$ cat config.mk
export PLATFORM = sky130hd
export DESIGN_NAME = fixed_learning_neuron
export DESIGN_NICKNAME = d
export VERILOG_FILES = /design/src/rtl/fixed_learning_neuron_pkg.sv /design/src/rtl/fixed_learning_neuron_sat_mac.sv /design/src/rtl/fixed_learning_neuron.sv
export SDC_FILE = /design/constraint.sdc
export NUM_CORES = 2
export LEC_CHECK = 0
export CAP_MARGIN = 20
export CORE_AREA = 2 2 434 436
export CTS_CLUSTER_SIZE = 25
export DETAILED_ROUTE_END_ITERATION = 10
export DIE_AREA = 0 0 436 438
export GPL_TIMING_DRIVEN = 0
export SYNTH_ARGS = -nofsm -noshare
export SYNTH_HDL_FRONTEND = slang
export SYNTH_SLANG_ARGS = --single-unit
export TNS_END_PERCENT = 1
$ cat constraint.sdc
create_clock -name clk -period 11.3 [get_ports clk]
set_input_delay 2.26 -clock clk [delete_from_list [all_inputs] [get_ports clk]]
set_output_delay 2.26 -clock clk [all_outputs]
set_load 0.05 [all_outputs]
$ cat src/rtl/fixed_learning_neuron_pkg.sv
// Shared types and arithmetic helpers for the learning neuron and its MAC datapath.
package nl_pkg;

  typedef enum logic [1:0] {
    IDLE   = 2'd0,
    MAC    = 2'd1,
    OUT    = 2'd2,
    UPDATE = 2'd3
  } state_t;

  // Fixed-point 1.0 for a given number of fraction bits.
  function automatic int one_val(input int frac_w);
    return 1 << frac_w;
  endfunction

  // Add two values and clip the sum to the signed range of a w-bit word.
  function automatic logic signed [63:0] sat_add(input logic signed [63:0] a,
                                                 input logic signed [63:0] b,
                                                 input int unsigned w);
    logic signed [63:0] sum;
    logic signed [63:0] hi;
    logic signed [63:0] lo;
    sum = a + b;
    hi  = (64'sd1 <<< (w - 1)) - 64'sd1;
    lo  = -(64'sd1 <<< (w - 1));
    if (sum > hi)
      return hi;
    else if (sum < lo)
      return lo;
    else
      return sum;
  endfunction

endpackage

$ cat src/rtl/fixed_learning_neuron_sat_mac.sv
// One signed multiply with fraction realignment, plus a saturating accumulate of
// the (learning-rate scaled) product onto a word-sized addend.
module sat_mac
  import nl_pkg::*;
#(
  parameter int DATA_W   = 16,
  parameter int FRAC_W   = 8,
  parameter int LR_SHIFT = 0
) (
  input  logic signed [DATA_W-1:0]   a,
  input  logic signed [DATA_W-1:0]   b,
  input  logic signed [DATA_W-1:0]   addend,
  output logic signed [2*DATA_W-1:0] prod,
  output logic signed [DATA_W-1:0]   sum
);

  logic signed [2*DATA_W-1:0] full;

  assign full = (2*DATA_W)'(a) * (2*DATA_W)'(b);
  assign prod = full >>> FRAC_W;
  // The product is at most 2*DATA_W bits, so the 64-bit helper never overflows.
  assign sum  = DATA_W'(sat_add(64'(prod >>> LR_SHIFT), 64'(addend), DATA_W));

endmodule

$ cat src/rtl/fixed_learning_neuron.sv
// Single perceptron-style neuron: serial MAC inference, thresholded output and an
// optional serial delta-rule weight/bias update sharing the same multiplier.
module fixed_learning_neuron
  import nl_pkg::*;
#(
  parameter int N_INPUTS = 32,
  parameter int DATA_W   = 16,
  parameter int FRAC_W   = 8,
  parameter int LR_SHIFT = 0
) (
  input  logic                         clk,
  input  logic                         rst_n,
  input  logic                         in_valid,
  output logic                         in_ready,
  input  logic [N_INPUTS*DATA_W-1:0]   in_data,
  input  logic [N_INPUTS-1:0]          in_enable,
  input  logic [DATA_W-1:0]            in_target,
  input  logic                         in_learn,
  output logic                         out_valid,
  input  logic                         out_ready,
  output logic [DATA_W-1:0]            out_value,
  output logic [DATA_W-1:0]            out_err,
  output logic                         busy,
  output logic [1:0]                   dbg_state,
  output logic [DATA_W-1:0]            dbg_bias,
  output logic [N_INPUTS*DATA_W-1:0]   dbg_weights
);

  localparam int ACC_W = 2*DATA_W + $clog2(N_INPUTS + 1);
  localparam int IDX_W = $clog2(N_INPUTS + 1);
  localparam int SEL_W = (N_INPUTS > 1) ? $clog2(N_INPUTS) : 1;
  localparam logic [IDX_W-1:0] LAST_IDX = IDX_W'(N_INPUTS - 1);
  localparam logic [IDX_W-1:0] BIAS_IDX = IDX_W'(N_INPUTS);
  localparam logic signed [DATA_W-1:0] ONE = DATA_W'(one_val(FRAC_W));

  // Valid/ready: a transfer happens on a rising edge where both valid and ready
  // are high; the producer holds its payload stable until that edge.

  state_t                      state;
  logic [IDX_W-1:0]            idx;
  logic [SEL_W-1:0]            sel;
  logic signed [DATA_W-1:0]    x_q [N_INPUTS];
  logic signed [DATA_W-1:0]    w_q [N_INPUTS];
  logic [N_INPUTS-1:0]         en_q;
  logic signed [DATA_W-1:0]    tgt_q;
  logic                        learn_q;
  logic signed [DATA_W-1:0]    bias_q;
  logic signed [ACC_W-1:0]     acc;

  logic signed [DATA_W-1:0]    x_sel;
  logic signed [DATA_W-1:0]    w_sel;
  logic signed [DATA_W-1:0]    mac_a;
  logic signed [DATA_W-1:0]    mac_b;
  logic signed [DATA_W-1:0]    mac_add;
  logic signed [2*DATA_W-1:0]  mac_prod;
  logic signed [DATA_W-1:0]    mac_sum;
  logic signed [DATA_W-1:0]    val_next;
  logic signed [DATA_W-1:0]    err_next;

  assign in_ready  = rst_n && (state == IDLE);
  assign busy      = (state != IDLE);
  assign dbg_state = state;
  assign dbg_bias  = bias_q;

  for (genvar g = 0; g < N_INPUTS; g++) begin : g_dbg
    assign dbg_weights[g*DATA_W +: DATA_W] = w_q[g];
  end

  // idx reaches N_INPUTS only for the bias step; keep the array select in range.
  always_comb begin
    sel = '0;
    if (idx < BIAS_IDX)
      sel = SEL_W'(idx);
  end

  assign x_sel = x_q[sel];
  assign w_sel = w_q[sel];

  // MAC: x*w. UPDATE: err*x onto w, and err*ONE onto the bias in the last step.
  always_comb begin
    mac_a   = x_sel;
    mac_b   = w_sel;
    mac_add = w_sel;
    if (state == UPDATE) begin
      mac_a = $signed(out_err);
      if (idx == BIAS_IDX) begin
        mac_b   = ONE;
        mac_add = bias_q;
      end else begin
        mac_b   = x_sel;
        mac_add = w_sel;
      end
    end
  end

  sat_mac #(
    .DATA_W   (DATA_W),
    .FRAC_W   (FRAC_W),
    .LR_SHIFT (LR_SHIFT)
  ) u_sat_mac (
    .a      (mac_a),
    .b      (mac_b),
    .addend (mac_add),
    .prod   (mac_prod),
    .sum    (mac_sum)
  );

  always_comb begin
    val_next = '0;
    if (!acc[ACC_W-1] && (acc != '0))
      val_next = ONE;
    err_next = DATA_W'(sat_add(64'(tgt_q), -64'(val_next), DATA_W));
  end

  always_ff @(posedge clk or negedge rst_n) begin
    if (!rst_n) begin
      state     <= IDLE;
      idx       <= '0;
      acc       <= '0;
      bias_q    <= '0;
      en_q      <= '0;
      tgt_q     <= '0;
      learn_q   <= 1'b0;
      out_valid <= 1'b0;
      out_value <= '0;
      out_err   <= '0;
      for (int i = 0; i < N_INPUTS; i++) begin
        w_q[i] <= '0;
        x_q[i] <= '0;
      end
    end else begin
      case (state)
        IDLE: begin
          if (in_valid) begin
            for (int i = 0; i < N_INPUTS; i++)
              x_q[i] <= in_data[i*DATA_W +: DATA_W];
            en_q    <= in_enable;
            tgt_q   <= in_target;
            learn_q <= in_learn;
            acc     <= ACC_W'(bias_q);
            idx     <= '0;
            state   <= MAC;
          end
        end
        MAC: begin
          if (en_q[sel])
            acc <= acc + ACC_W'(mac_prod);
          if (idx == LAST_IDX)
            state <= OUT;
          else
            idx <= idx + 1'b1;
        end
        OUT: begin
          // First OUT cycle resolves the threshold; afterwards hold until taken.
          if (!out_valid) begin
            out_valid <= 1'b1;
            out_value <= val_next;
            out_err   <= err_next;
          end else if (out_ready) begin
            out_valid <= 1'b0;
            idx       <= '0;
            state     <= (learn_q && (out_err != '0)) ? UPDATE : IDLE;
          end
        end
        UPDATE: begin
          if (idx == BIAS_IDX) begin
            bias_q <= mac_sum;
            state  <= IDLE;
          end else begin
            if (en_q[sel])
              w_q[sel] <= mac_sum;
            idx <= idx + 1'b1;
          end
        end
        default: state <= IDLE;
      endcase
    end
  end

endmodule

### Yosys cells after proc, flatten, opt, wreduce, memory -nomap -nowiden

Cells that the tools add are included.

| cells by class | value |
|---|---|
| add/subtract/negate cells | 5 |
| reductions and logical operators | 17 |
| equality and inequality tests | 13 |
| multiply operators | 1 |
| muxes and demuxes | 40 |
| magnitude comparators | 8 |
| bitwise logic cells | 3 |

Operator list:

| kind | number |
|---|---|
| 512-bit bitwise mux | 1 |
| 16-bit 2-to-1 mux | 14 |
| 16-bit binary-select mux with 5-bit select | 2 |
| 16-bit demux with 5-bit select | 1 |
| 38-bit 2-to-1 mux | 2 |
| 38-bit one-hot mux with 2 select lines | 1 |
| 16-bit by 64-bit adder with 64-bit output | 1 |
| 64-bit by 16-bit > comparator with 1-bit output (second input constant) | 1 |
| 64-bit by 16-bit less-than comparator with 1-bit output (second input constant) | 1 |
| 16-bit negator with 64-bit output | 1 |
| 38-bit by 24-bit adder with 38-bit output | 1 |
| 38-bit nonzero test | 1 |
| 16-bit by 16-bit multiplier with 32-bit output | 1 |
| 6-bit 2-to-1 mux | 5 |
| 24-bit by 16-bit adder with 25-bit output | 1 |
| 25-bit by 16-bit > comparator with 1-bit output (second input constant) | 1 |
| 25-bit by 16-bit less-than comparator with 1-bit output (second input constant) | 1 |
| 6-bit one-hot mux with 4 select lines | 1 |
| 16-bit nonzero test | 1 |
| 2-bit != test (second input constant) | 7 |
| 2-bit 2-to-1 mux | 6 |
| 5-bit AND reduction | 2 |
| 9-bit 2-to-1 mux | 1 |
| 2-bit one-hot mux with 4 select lines | 1 |
| 21 further kinds | 32 |

| word-level totals | value |
|---|---|
| input bits | 565 |
| register bits | 1,168 |
| output and inout port bits | 565 |
| logic and storage cells | 161 |

### Longest topological paths before layout

| logic depth | value |
|---|---|
| depth in word-level cells | 14 |
| depth in mapped cells | 55 |
| mapped depth without buffers | 47 |

### Cells and area by module

Synthesis repeated with hierarchy kept, for this count alone.

| second synthesis, totals | value |
|---|---|
| cell total of the unflattened synthesis | 6,592 |
| area, all modules | 64,997.3 sq um |

By module, submodules not included:

| module | times used | area an instance (sq um) | cells an instance | sequential area each (sq um) |
|---|---|---|---|---|
| fixed_learning_neuron | 1 | 53,371.2 | 5,237 | 28,852.7 |
| sat_mac | 1 | 11,626.2 | 1,355 | 0.0 |

### Worst setup path after synthesis

OpenSTA, ideal clock, no wires.

| path | value |
|---|---|
| path kind | register to register |
| start point | register idx[0] |
| end point | register w_q (netlist bit dbg_weights[150]) |
| setup slack | 153 ps |
| arrival time | 11,013 ps |
| path buffers | 10 |
| setup time | 134 ps |
| clock period less this slack | 11,147 ps |
| cell stages (with the launch flop) | 52 |
| data required time | 11,166 ps |
| cell sequence | dfrtp_1 -> buf_4 -> buf_6 -> buf_6 -> nand2b_1 -> or2_2 -> buf_2 -> buf_2 -> buf_2 -> clkbuf_1 -> o22ai_1 -> nor2_1 -> o21ai_0 -> nor3_1 -> a21oi_1 -> clkbuf_1 -> nor2_1 -> fa_1 -> (+16 left out) -> nor2b_1 -> o31ai_1 -> xnor2_1 -> ha_1 -> inv_1 -> o21ai_0 -> a21oi_1 -> inv_1 -> nor3_1 -> o211ai_1 -> a41oi_2 -> or4bb_1 -> nand4_2 -> o41ai_4 -> buf_6 -> o31a_4 -> buf_12 -> a21oi_2 |

| between the ends | value |
|---|---|
| cells in the longest elaborated chain, start to end | 14 |
| elaborated cells on any way between the ends | 31 |
| classes of those cells | add/sub: 1; mul: 1; order compare: 5; eq/ne: 1; mux: 19; bitwise: 2; reduce/logical: 2 |

Ends and longest elaborated chain:

| item | RTL line | source |
|---|---|---|
| start: declaration | fixed_learning_neuron.sv:40 | `logic [IDX_W-1:0] idx;` |
| start signal: assignment | fixed_learning_neuron.sv:151 | `idx <= idx + 1'b1;` |
| start signal: assignment | fixed_learning_neuron.sv:172 | `idx <= idx + 1'b1;` |
| 6-bit less-than comparator | fixed_learning_neuron.sv:72 | `if (idx < BIAS_IDX)` |
| 5-bit 2-to-1 mux | fixed_learning_neuron.sv:72 |  |
| 5-bit inverter with 6-bit output (not written as such) | fixed_learning_neuron.sv:76, fixed_learning_neuron.sv:77, fixed_learning_neuron.sv:171 |  |
| 16-bit binary-select mux with 5-bit select | fixed_learning_neuron.sv:76 | `assign x_sel = x_q[sel];` |
| 16-bit 2-to-1 mux (not written as such) (2 in series) | fixed_learning_neuron.sv:76 |  |
| 16-bit 2-to-1 mux | fixed_learning_neuron.sv:86 | `if (idx == BIAS_IDX) begin` |
| 16-bit 2-to-1 mux | fixed_learning_neuron.sv:84 | `if (state == UPDATE) begin` |
| 16-bit by 16-bit multiplier with 32-bit output | fixed_learning_neuron_sat_mac.sv:19 | `assign full = (2*DATA_W)'(a) * (2*DATA_W)'(b);` |
| 24-bit by 16-bit adder with 25-bit output | fixed_learning_neuron_pkg.sv:23 | `sum = a + b;` |
| 25-bit by 16-bit less-than comparator with 1-bit output | fixed_learning_neuron_pkg.sv:28 | `else if (sum < lo)` |
| 16-bit 2-to-1 mux | fixed_learning_neuron_pkg.sv:28 |  |
| 16-bit 2-to-1 mux | fixed_learning_neuron_pkg.sv:26 | `if (sum > hi)` |
| 512-bit bitwise mux | fixed_learning_neuron.sv:171 | `w_q[sel] <= mac_sum;` |
| end signal: indexed assignment | fixed_learning_neuron.sv:171 |  |
| end: declaration | fixed_learning_neuron.sv:43 | `logic signed [DATA_W-1:0] w_q [N_INPUTS];` |

Parallel ways exist; a longest one is shown, timed or not. The select of a mux whose other input is x is not followed.
A chain may end at the register's enable or synchronous reset.

### Worst setup path after layout

| path | value |
|---|---|
| start point | register idx[0] |
| end point | register w_q (netlist bit dbg_weights[195]) |

The elaborated chain is that of the path after synthesis.

==> impl_metrics.env <==
export IMPL_status="complete, but fails checks"
export IMPL_violations="negative setup slack"
export IMPL_clkLatencyLatePin_ns=0.85
export IMPL_place_gp_congestion=1.01
export IMPL_crit_arrival_ns=12.91
export IMPL_clkTransAtPathRegs_ns=0.06
export IMPL_synth_top_area_frac=0.453
export IMPL_die_y_um=438
export IMPL_grt_ovfl_total=0
export IMPL_synth_most_common_cell="dfrtp_1"
export IMPL_grtUsageTotal=0.378
export IMPL_dp_cells=9839
export IMPL_yosysUniqueCellTypes=100
export IMPL_min_period_over_period=1.08
export IMPL_yosys_warnings=0
export IMPL_critPathRequiredTime_ns=11.99
export IMPL_synthTopCellsByCount="dfrtp_1, nor2_1, mux2_2, a21oi_1, o22ai_1"
export IMPL_fin_ws_ns=-0.929
export IMPL_grt_pass1_wl_um=498000
export IMPL_final_hold_violation_count=0
export IMPL_synth_seq_area_share=0.453
export IMPL_syn_to_final_growth_pct=41.7
export IMPL_crit_type="reg -> reg"
export IMPL_pre_cts_slack_ns=-5.80
export IMPL_gr_usage_met3=0.134
export IMPL_tightest_slew_ns=1.29
export IMPL_hold_class="reg -> reg"
export IMPL_finalCriticalPeriod_ns=12.23
export IMPL_crit_path_top_delay_cell="fa_2"
export IMPL_drv_cap=0
export IMPL_end_kind="register"
export IMPL_final_cell_area_um2=90200
export IMPL_firstDrtPassIters=6
export IMPL_rsz0062_at_grt="true"
export IMPL_syn_area_um2=63600
export IMPL_coreArea_um2=187000
export IMPL_nNetsFinal=8675
export IMPL_initial_utilization=0.341
export IMPL_synth_edf_count=0
export IMPL_syn_avg_cell_area_um2=10.4
export IMPL_ant_nets=0
export IMPL_postPlaceCellArea_um2=79500
export IMPL_fmax_mhz=81.8
export IMPL_synthFlopType="dfrtp_1"
export IMPL_crit_fanout=10
export IMPL_cts_buffer_depth=3
export IMPL_busiest_layer="met2"
export IMPL_detail_route_wirelength_um=373000
export IMPL_ios=1130
export IMPL_maxSlewHeadroom=0.140
export IMPL_dr_total_vias=61800
export IMPL_routedWlPerCell_um=36.0
export IMPL_grt_max_degree=175
export IMPL_cp_start_kind="register"
export IMPL_cts_buffers_inserted=137
export IMPL_setup_viol=537
export IMPL_cts_max_level=4
export IMPL_cts_root_buf="clkbuf_16"
export IMPL_holdWs_ns=0.498
export IMPL_ys_seq_elements=1153
export IMPL_yosysTopAreaCell="dfrtp_1"
export IMPL_grt_util_met1=0.480
export IMPL_synth_area_leaders="dfrtp_1, mux2_2, fa_1"
export IMPL_grt_pass1_vias=59600
export IMPL_layout_drive_gt1_share=0.236
export IMPL_antenna_found_initial=102
export IMPL_synthArstFlopShare=1.00
export IMPL_finClkSkew_ns=0.0729
export IMPL_drt_iter0_markers=8374
export IMPL_cts_sinks=1153
export IMPL_use_met2=0.543
export IMPL_row_count=159
export IMPL_final_cells=10400
export IMPL_vias_per_cell=5.96
export IMPL_dieArea_um2=191000
export IMPL_drc=0
export IMPL_die_w_um=436
export IMPL_critical_path_max_stage_delay_ns=0.57
export IMPL_crit_top_cell="buf_4"
export IMPL_hpwlAfterDp_um=289000
export IMPL_io_buffers=1114
export IMPL_cts_tree="done"
export IMPL_postSynthCellCount=6122
export IMPL_report_final_slew_viol_count=0
-- timing repair --
action	4_1_cts	5_1_grt
gates cloned	3	8
buffers inserted	149	59
endpoints found under the setup margin	566	554
gates resized for setup	778	278
pin swaps	100	134
hold buffers	0	0
-- routing by layer --
metal,vias up,part of all wire
li1,24600,-
met5,-,0.0011
met1,31400,0.38
met3,1157,0.13
met4,54,0.078
met2,4587,0.42
-- area by class of cell --
cell class / count / area (um^2)
antenna: 71 / 178
multi-input combinational: 4180 / 33100
clock buffer: 202 / 4000
inverter: 364 / 1380
clock inverter: 43 / 609
tap: 2495 / 3120
sequential: 1153 / 28900
timing repair buffer: 1427 / 14900
fill: 17400 / 96400
buffer: 429 / 4000
-- through the flow --
stage | setup TNS, ns | utilization
final | -401.37 | 0.483
after global routing | -480.42 | 0.483
after CTS | -283.71 | 0.473
after detailed placement | -3031.42 | 0.426
after global placement | - | 0.418
after floorplan | 0 | -
-- final timing paths --
kind	startpoint	to	slack, ns	depth (start not counted)
min in group asynchronous	rst_n	dbg_weights[90]	1.24	1
worst max register to register	idx[0]	dbg_weights[195]	-0.93	51
worst min-delay path	en_q[4]	en_q[4]	0.50	1
max in group asynchronous	rst_n	x_q[471]	7.18	4
worst min register to register	en_q[4]	en_q[4]	0.50	1
worst max-delay path	idx[0]	dbg_weights[195]	-0.93	51
-- logic make-up (layout without fill, tap and decap cells) --
family | after synthesis | after routing | share of synthesized area
AOI/OAI and AO/OA | 1658 | 1658 | 0.162
and+or+nand+nor | 1389 | 1389 | 0.0941
DFF | 1153 | 1153 | 0.453
buffers and inverters | 803 | 2465 | 0.0561
muxes | 623 | 623 | 0.111
adders and majority gates | 418 | 418 | 0.113
xor gates and xnor gates | 77 | 77 | 0.0106
other | 1 | 86 | 0.0000589
-- cell usage in the layout, fill, tap and decap left out, drive strengths merged, types with 22 or more instances in the layout --
cell type	n
clkdlybuf4s50	1113
a21oi	647
a21o	50
o21ai	302
mux2	587
xnor2	54
inv	370
xor2	23
nor3	39
o22ai	437
mux2i	29
nand2b	31
fa	264
nor4	23
o21a	41
buf	461
clkinv	22
ha	154
a221oi	28
clkbuf	482
diode	71
dfrtp	1153
nand3	26
nand2	247
nor2	872
a31oi	24
nor2b	30
nand4	34
-- flip-flops by register name (all words and copies together), names as in the netlist --
name	flops
dbg_weights	512
x_q	512
acc	38
en_q	32
dbg_bias	16
out_err	16
tgt_q	16
idx	6
dbg_state	2
learn_q	1
out_valid	1
out_value	1
-- worst max-delay path, delay by kind of cell (launching register included) --
kind | cells | cell delay [ns]
buffers and inverters | 19 | 3.16
adders and majority gates | 8 | 3.71
DFF | 1 | 0.40
and+or+nand+nor | 9 | 1.55
AOI/OAI and AO/OA | 15 | 3.13
Power is left out: the tool's default activity adds up to more than one toggle a clock period on the data nets, which glitch-free logic cannot reach.
